$ cat src/rtl/input_debouncer_if.sv
// ----------------------------------------------------------------------------
// input_debouncer_if
//   Groups the debouncer's control, raw-input and conditioned-output signals.
//   Optional macro: DEBOUNCE_EDGE_EN adds the per-channel rise/fall strobes.
//   Signals:
//     en        enable for the stability counters
//     raw_in    [NUM_CH] asynchronous pad inputs
//     clean_out [NUM_CH] debounced, registered levels
//     changed   one-cycle strobe when any clean_out bit flips
//     rise/fall [NUM_CH] one-cycle per-channel edge strobes (DEBOUNCE_EDGE_EN only)
//   Modports: master drives en/raw_in, slave (the debouncer) drives the outputs.
// ----------------------------------------------------------------------------
interface input_debouncer_if #(
  parameter int unsigned NUM_CH = 2
);
  logic              en;
  logic [NUM_CH-1:0] raw_in;
  logic [NUM_CH-1:0] clean_out;
  logic              changed;
`ifdef DEBOUNCE_EDGE_EN
  logic [NUM_CH-1:0] rise;
  logic [NUM_CH-1:0] fall;
`endif

  modport master (
    output en,
    output raw_in,
    input  clean_out,
    input  changed
`ifdef DEBOUNCE_EDGE_EN
    ,
    input  rise,
    input  fall
`endif
  );

  modport slave (
    input  en,
    input  raw_in,
    output clean_out,
    output changed
`ifdef DEBOUNCE_EDGE_EN
    ,
    output rise,
    output fall
`endif
  );
endinterface

$ cat src/rtl/input_debouncer.sv
// ----------------------------------------------------------------------------
// input_debouncer
//   Per channel: SYNC_STAGES-flop synchronizer followed by a stability counter.
//   clean_out follows the synchronized input only after DEBOUNCE_CYCLES
//   consecutive differing samples; any matching sample clears the count.
//   Optional macro: DEBOUNCE_EDGE_EN builds registered rise/fall strobes.
//   Ports:
//     clk    system clock, rising edge
//     rst    asynchronous, active-high reset
//     io_if  input_debouncer_if.slave (en, raw_in in; clean_out, changed,
//            and with DEBOUNCE_EDGE_EN rise/fall out)
//   Parameters: NUM_CH channels, SYNC_STAGES 2..4, DEBOUNCE_CYCLES >= 1.
// ----------------------------------------------------------------------------
module input_debouncer #(
  parameter int unsigned NUM_CH          = 2,
  parameter int unsigned SYNC_STAGES     = 2,
  parameter int unsigned DEBOUNCE_CYCLES = 16
) (
  input  logic               clk,
  input  logic               rst,
  input_debouncer_if.slave   io_if
);

  localparam int unsigned CNT_W             = $clog2(DEBOUNCE_CYCLES + 1);
  localparam logic [CNT_W-1:0] CNT_TERMINAL = CNT_W'(DEBOUNCE_CYCLES - 1);

  logic [SYNC_STAGES-1:0][NUM_CH-1:0] r_sync;
  logic [NUM_CH-1:0][CNT_W-1:0]       r_cnt;
  logic [NUM_CH-1:0][CNT_W-1:0]       w_cnt_nxt;
  logic [NUM_CH-1:0]                  r_clean;
  logic [NUM_CH-1:0]                  w_clean_nxt;
  logic [NUM_CH-1:0]                  w_sync;
  logic [NUM_CH-1:0]                  w_flip;
  logic                               r_changed;

  // Synchronizer chain; runs independently of en
  always_ff @(posedge clk or posedge rst) begin
    if (rst) begin
      r_sync <= '0;
    end else begin
      r_sync <= {r_sync[SYNC_STAGES-2:0], io_if.raw_in};
    end
  end

  assign w_sync = r_sync[SYNC_STAGES-1];

  // Stability counter and output decision per channel
  always_comb begin
    w_cnt_nxt   = '0;
    w_clean_nxt = r_clean;
    if (io_if.en) begin
      for (int unsigned i = 0; i < NUM_CH; i++) begin
        if (w_sync[i] == r_clean[i]) begin
          w_cnt_nxt[i] = '0;
        end else if (r_cnt[i] == CNT_TERMINAL) begin
          // Enough consecutive differing samples: accept the new level
          w_clean_nxt[i] = w_sync[i];
          w_cnt_nxt[i]   = '0;
        end else begin
          w_cnt_nxt[i] = r_cnt[i] + CNT_W'(1);
        end
      end
    end
  end

  assign w_flip = w_clean_nxt ^ r_clean;

  // Counter, level and strobe registers
  always_ff @(posedge clk or posedge rst) begin
    if (rst) begin
      r_cnt     <= '0;
      r_clean   <= '0;
      r_changed <= 1'b0;
    end else begin
      r_cnt     <= w_cnt_nxt;
      r_clean   <= w_clean_nxt;
      r_changed <= |w_flip;
    end
  end

  assign io_if.clean_out = r_clean;
  assign io_if.changed   = r_changed;

`ifdef DEBOUNCE_EDGE_EN
  logic [NUM_CH-1:0] r_rise;
  logic [NUM_CH-1:0] r_fall;

  // Edge strobes, coincident with changed
  always_ff @(posedge clk or posedge rst) begin
    if (rst) begin
      r_rise <= '0;
      r_fall <= '0;
    end else begin
      r_rise <= w_flip & w_clean_nxt;
      r_fall <= w_flip & ~w_clean_nxt;
    end
  end

  assign io_if.rise = r_rise;
  assign io_if.fall = r_fall;
`endif

endmodule

$ cat src/flat_wrapper.sv
// flat-port wrapper written by rule: the top's interface ports become plain ports
module input_debouncer_flat 
#(
  parameter int unsigned NUM_CH          = 2,
  parameter int unsigned SYNC_STAGES     = 2,
  parameter int unsigned DEBOUNCE_CYCLES = 16
)
  (clk, rst, io_if_en, io_if_raw_in, io_if_clean_out, io_if_changed);
  input_debouncer_if #(.NUM_CH(NUM_CH)) io_if_i ();
  input  logic clk;
  input  logic rst;
  input wire logic [$bits(io_if_i.en)-1:0] io_if_en;
  input wire logic [$bits(io_if_i.raw_in)-1:0] io_if_raw_in;
  output wire logic [$bits(io_if_i.clean_out)-1:0] io_if_clean_out;
  output wire logic [$bits(io_if_i.changed)-1:0] io_if_changed;
  assign io_if_i.en = io_if_en;
  assign io_if_i.raw_in = io_if_raw_in;
  assign io_if_clean_out = io_if_i.clean_out;
  assign io_if_changed = io_if_i.changed;
  input_debouncer #(.NUM_CH(NUM_CH), .SYNC_STAGES(SYNC_STAGES), .DEBOUNCE_CYCLES(DEBOUNCE_CYCLES)) u_core (.clk(clk), .rst(rst), .io_if(io_if_i));
endmodule
$ cat config.mk
export PLATFORM = sky130hd
export DESIGN_NAME = input_debouncer_flat
export DESIGN_NICKNAME = d
export VERILOG_FILES = /design/src/rtl/input_debouncer_if.sv /design/src/rtl/input_debouncer.sv /design/src/flat_wrapper.sv
export SDC_FILE = /design/constraint.sdc
export NUM_CORES = 1
export LEC_CHECK = 0
export BUFFER_PORTS_ARGS = -buffer_cell sky130_fd_sc_hd__buf_2
export CAP_MARGIN = 40
export CORE_AREA = 2 2 44 46
export CTS_CLUSTER_SIZE = 30
export DETAILED_ROUTE_END_ITERATION = 8
export DIE_AREA = 0 0 46 48
export SLEW_MARGIN = 20
export SYNTH_ARGS = -nofsm -noshare
export SYNTH_HDL_FRONTEND = slang
export SYNTH_SLANG_ARGS = --single-unit
$ cat constraint.sdc
create_clock -name clk -period 3.5 [get_ports clk]
set_clock_uncertainty 0.1 [all_clocks]
set_input_delay 0 -clock clk [delete_from_list [all_inputs] [get_ports clk]]
set_output_delay 0 -clock clk [all_outputs]
set_load 0.05 [all_outputs]
==> results.py <==
metrics = {
    "placed_design": {
        "io_buffers": 7,
        "dp_hpwl_um": 674.7,
        "globalplace.congestion": 0.6446,
        "place_area_um2": 714.4,
    },
    "route": {
        "postRouteAntennaNets": 0,
        "wire_per_inst_um": 10.72,
        "drt_iter0_markers": 2,
        "wl_um": 922,
        "viasPerCell": 4.826,
        "dr.pass1.iters": 2,
        "drcViolationCount": 0,
        "vias": 415,
    },
    "clock_network": {
        "clk_pin_slew_worst_paths_ns": 0.10,
        "htree_num_levels": 1,
        "cts_tree": "yes",
        "numCtsBuffers": 3,
        "cts.sinks": 17,
        "clock_path_buffers": 2,
        "cts.root.buffer_cell": "clkbuf_4",
        "insertion_delay_ns": 0.29,
        "cts_resized": 0,
    },
    "sta": {
        "max_freq_mhz": 691.1,
        "rsz0062_at_grt": "no",
        "whs_ns": 0.2064,
        "final.setup.tns_ns": 0,
        "min_period_ns": 1.447,
        "final_max_slew_viol_count": 0,
        "finalSetupViolCount": 0,
        "fin_crit_sh_pct": 41.34,
        "tightest_slew_ns": 0.6119,
        "maxSlewHeadroom_pct": 59.16,
        "final-hold-violation-count": 0,
    },
    "grt": {
        "grt_pass1_vias": 373,
        "grt-ovfl-total": 0,
        "grt_usage_pct": 10.43,
        "grt_pass1_wl_um": 1524,
        "grt_max_degree": 18,
        "grt_antenna_before_repair": 0,
    },
    "finish": {
        "nets": 77,
        "final_layout_size_suffix_gt1_share_pct": 18.84,
        "fin_area_um2": 782.0,
        "areaGrowthSynthToFinish_pct": 18.82,
        "insertedDiodeCount": 0,
    },
    "pwr": {
        "p_leak_nw": 0.3974,
        "combPwrFrac_pct": 5.0,
        "switchingPower_mw": 0.07288,
        "power_density_nw_per_um2": 413.3,
        "p_clk_share_pct": 32.1,
        "power.internal_mw": 0.2503,
        "vdd_drop_max_mv": 0.2360,
        "swShare_pct": 22.55,
        "seq_power_share_pct": 62.9,
    },
    "critical_path": {
        "r2r_end": "u_core.io_if.clean_out[1]",
        "r2r_cells": 4,
        "critPathMaxStageDelay_ns": 0.41,
        "worstSetupEndpointType": "register",
        "ff2ff_setup_slack_ns": 2.05,
        "path_max_fanout": 3,
        "crit_slowest_cell": "dfrtp_1",
        "arrival_ns": 1.53,
        "crit_type": "reg -> reg",
        "start_kind": "register",
        "crit_chain": "ha_1 -> and4b_1 -> nand2_1 -> mux2_4",
        "r2r_start": "u_core.r_cnt[5]",
        "critPathRequiredTime_ns": 3.59,
    },
    "floorplan": {
        "die_h_um": 48,
        "die_area_um2": 2208,
        "die_x_um": 46,
        "coreArea_um2": 1689,
        "start_util_pct": 38.96,
        "rows": 15,
        "io_pins": 8,
    },
    "synth": {
        "ys_seq_area_share_pct": 64.64,
        "synth_cell_types": 15,
        "ys_seq_elements": 17,
        "netlist_instances": 54,
        "synthesis.nets": 61,
        "syn_area_per_cell_um2": 12.19,
        "synthesis.area_um2": 658.1,
        "ys_warn_count": 0,
    },
    "run_status": {
        "status": "complete, no violations",
    },
    "flow_run": {
        "drv_cap": 0,
    },
    "hold_path": {
        "min_path_type": "in -> async",
    },
}
## logic make-up after synthesis
family | count (synthesis) | synth area share, %
AND/OR/NAND/NOR | 23 | 16.54
flip-flops | 17 | 64.64
XOR/XNOR | 6 | 7.985
buffers and inverters | 3 | 1.711
multiplexers | 2 | 3.992
adder cells (fa/ha/maj) | 2 | 3.802
AO/OA/AOI/OAI | 1 | 1.331
## per-layer routing
| layer | vias up | track usage [%] | wire (um) |
|---|---|---|---|
| li1 | 210 | - | - |
| met1 | 195 | 12.74 | 467 |
| met2 | 8 | 15.83 | 406 |
| met3 | 2 | 2.264 | 23 |
| met4 | 0 | 8.571 | 24 |
| met5 | - | 0 | 0 |
## critical path, delay by kind of cell (launching register included)
family | cells | cell delay (ns)
and+or+nand+nor | 2 | 0.31
DFF | 1 | 0.41
adders and majority gates | 1 | 0.24
muxes | 1 | 0.29
## power groups by stage
stage	logic, mW	registers, mW	clock network (mW)
finish	0.0161	0.203	0.104
global route	0.0189	0.204	0.118
CTS	0.0167	0.203	0.109
detailed placement	0.0133	0.207	0
global placement	0.0135	0.207	0
floorplan	0.00837	0.207	0
## metrics by stage
step	worst slack (ns)	cells	power, mW	util, %
after floorplan	2.096	54	0.2150	-
after global placement	2.063	78	0.2205	42.30
after detailed placement	2.065	78	0.2205	42.30
after CTS	2.043	86	0.3285	46.30
after global routing	2.009	86	0.3404	46.30
final	2.053	86	0.3232	46.30
## what timing repair did
| action | CTS | global route |
|---|---|---|
| hold buffers | 4 | 0 |
| setup buffers | 0 | 0 |
| hold endpoints to repair | 31 | 0 |
## Yosys cell counts, drive strengths merged
master  number  share of area, %
nand4b       1               1.3
dfrtp       17                65
o32ai        1               1.3
inv          3               1.7
and4b        1               1.5
nand2        5               2.9
nor3         2               1.5
ha           2               3.8
xor2         4               5.3
nor2         8               4.6
and3         1              0.95
nand3        5               3.8
xnor2        2               2.7
mux2         2               4.0
## how the worst max path moves through the flow
stage,from,to
finish,u_core.r_cnt[5],u_core.io_if.clean_out[1]
global route,u_core.r_cnt[5],u_core.io_if.clean_out[1]
CTS,u_core.r_cnt[5],u_core.io_if.clean_out[1]
detailed placement,u_core.r_cnt[5],u_core.io_if.clean_out[1]
floorplan,u_core.io_if.clean_out[1],u_core.io_if.changed
global placement,u_core.r_cnt[5],u_core.io_if.clean_out[1]
## layout make-up
class,count,area (um^2)
fillers,166,907.1
flip-flops and latches,17,425.4
multi-input cells,34,221.5
repair buffers,11,75.07
clock buffers,3,22.52
well taps,17,21.27
inverters,3,11.26
clock inverters,1,5.005
## state kept, by name, indices dropped and copies added, names as in the netlist
register / cells
u_core.r_sync: 2
u_core.w_sync: 2
u_core.io_if.changed: 1
u_core.io_if.clean_out: 2
u_core.r_cnt: 10
## cells in the final DEF (no fill, tap or decap)
master / Yosys / routed
inv_1: 3 / 3
dlygate4sd3_1: 0 / 4
nand3_1: 5 / 5
mux2_4: 1 / 1
xor2_1: 4 / 4
clkinv_2: 0 / 1
ha_1: 2 / 2
nand2_1: 5 / 5
xnor2_1: 2 / 2
nor2_1: 8 / 8
buf_2: 0 / 7
and3_1: 1 / 1
clkbuf_4: 0 / 3
mux2_2: 1 / 1
and4b_1: 1 / 1
o32ai_1: 1 / 1
nor3_1: 2 / 2
dfrtp_1: 17 / 17
nand4b_1: 1 / 1
Power figures use the tool's default switching activity.
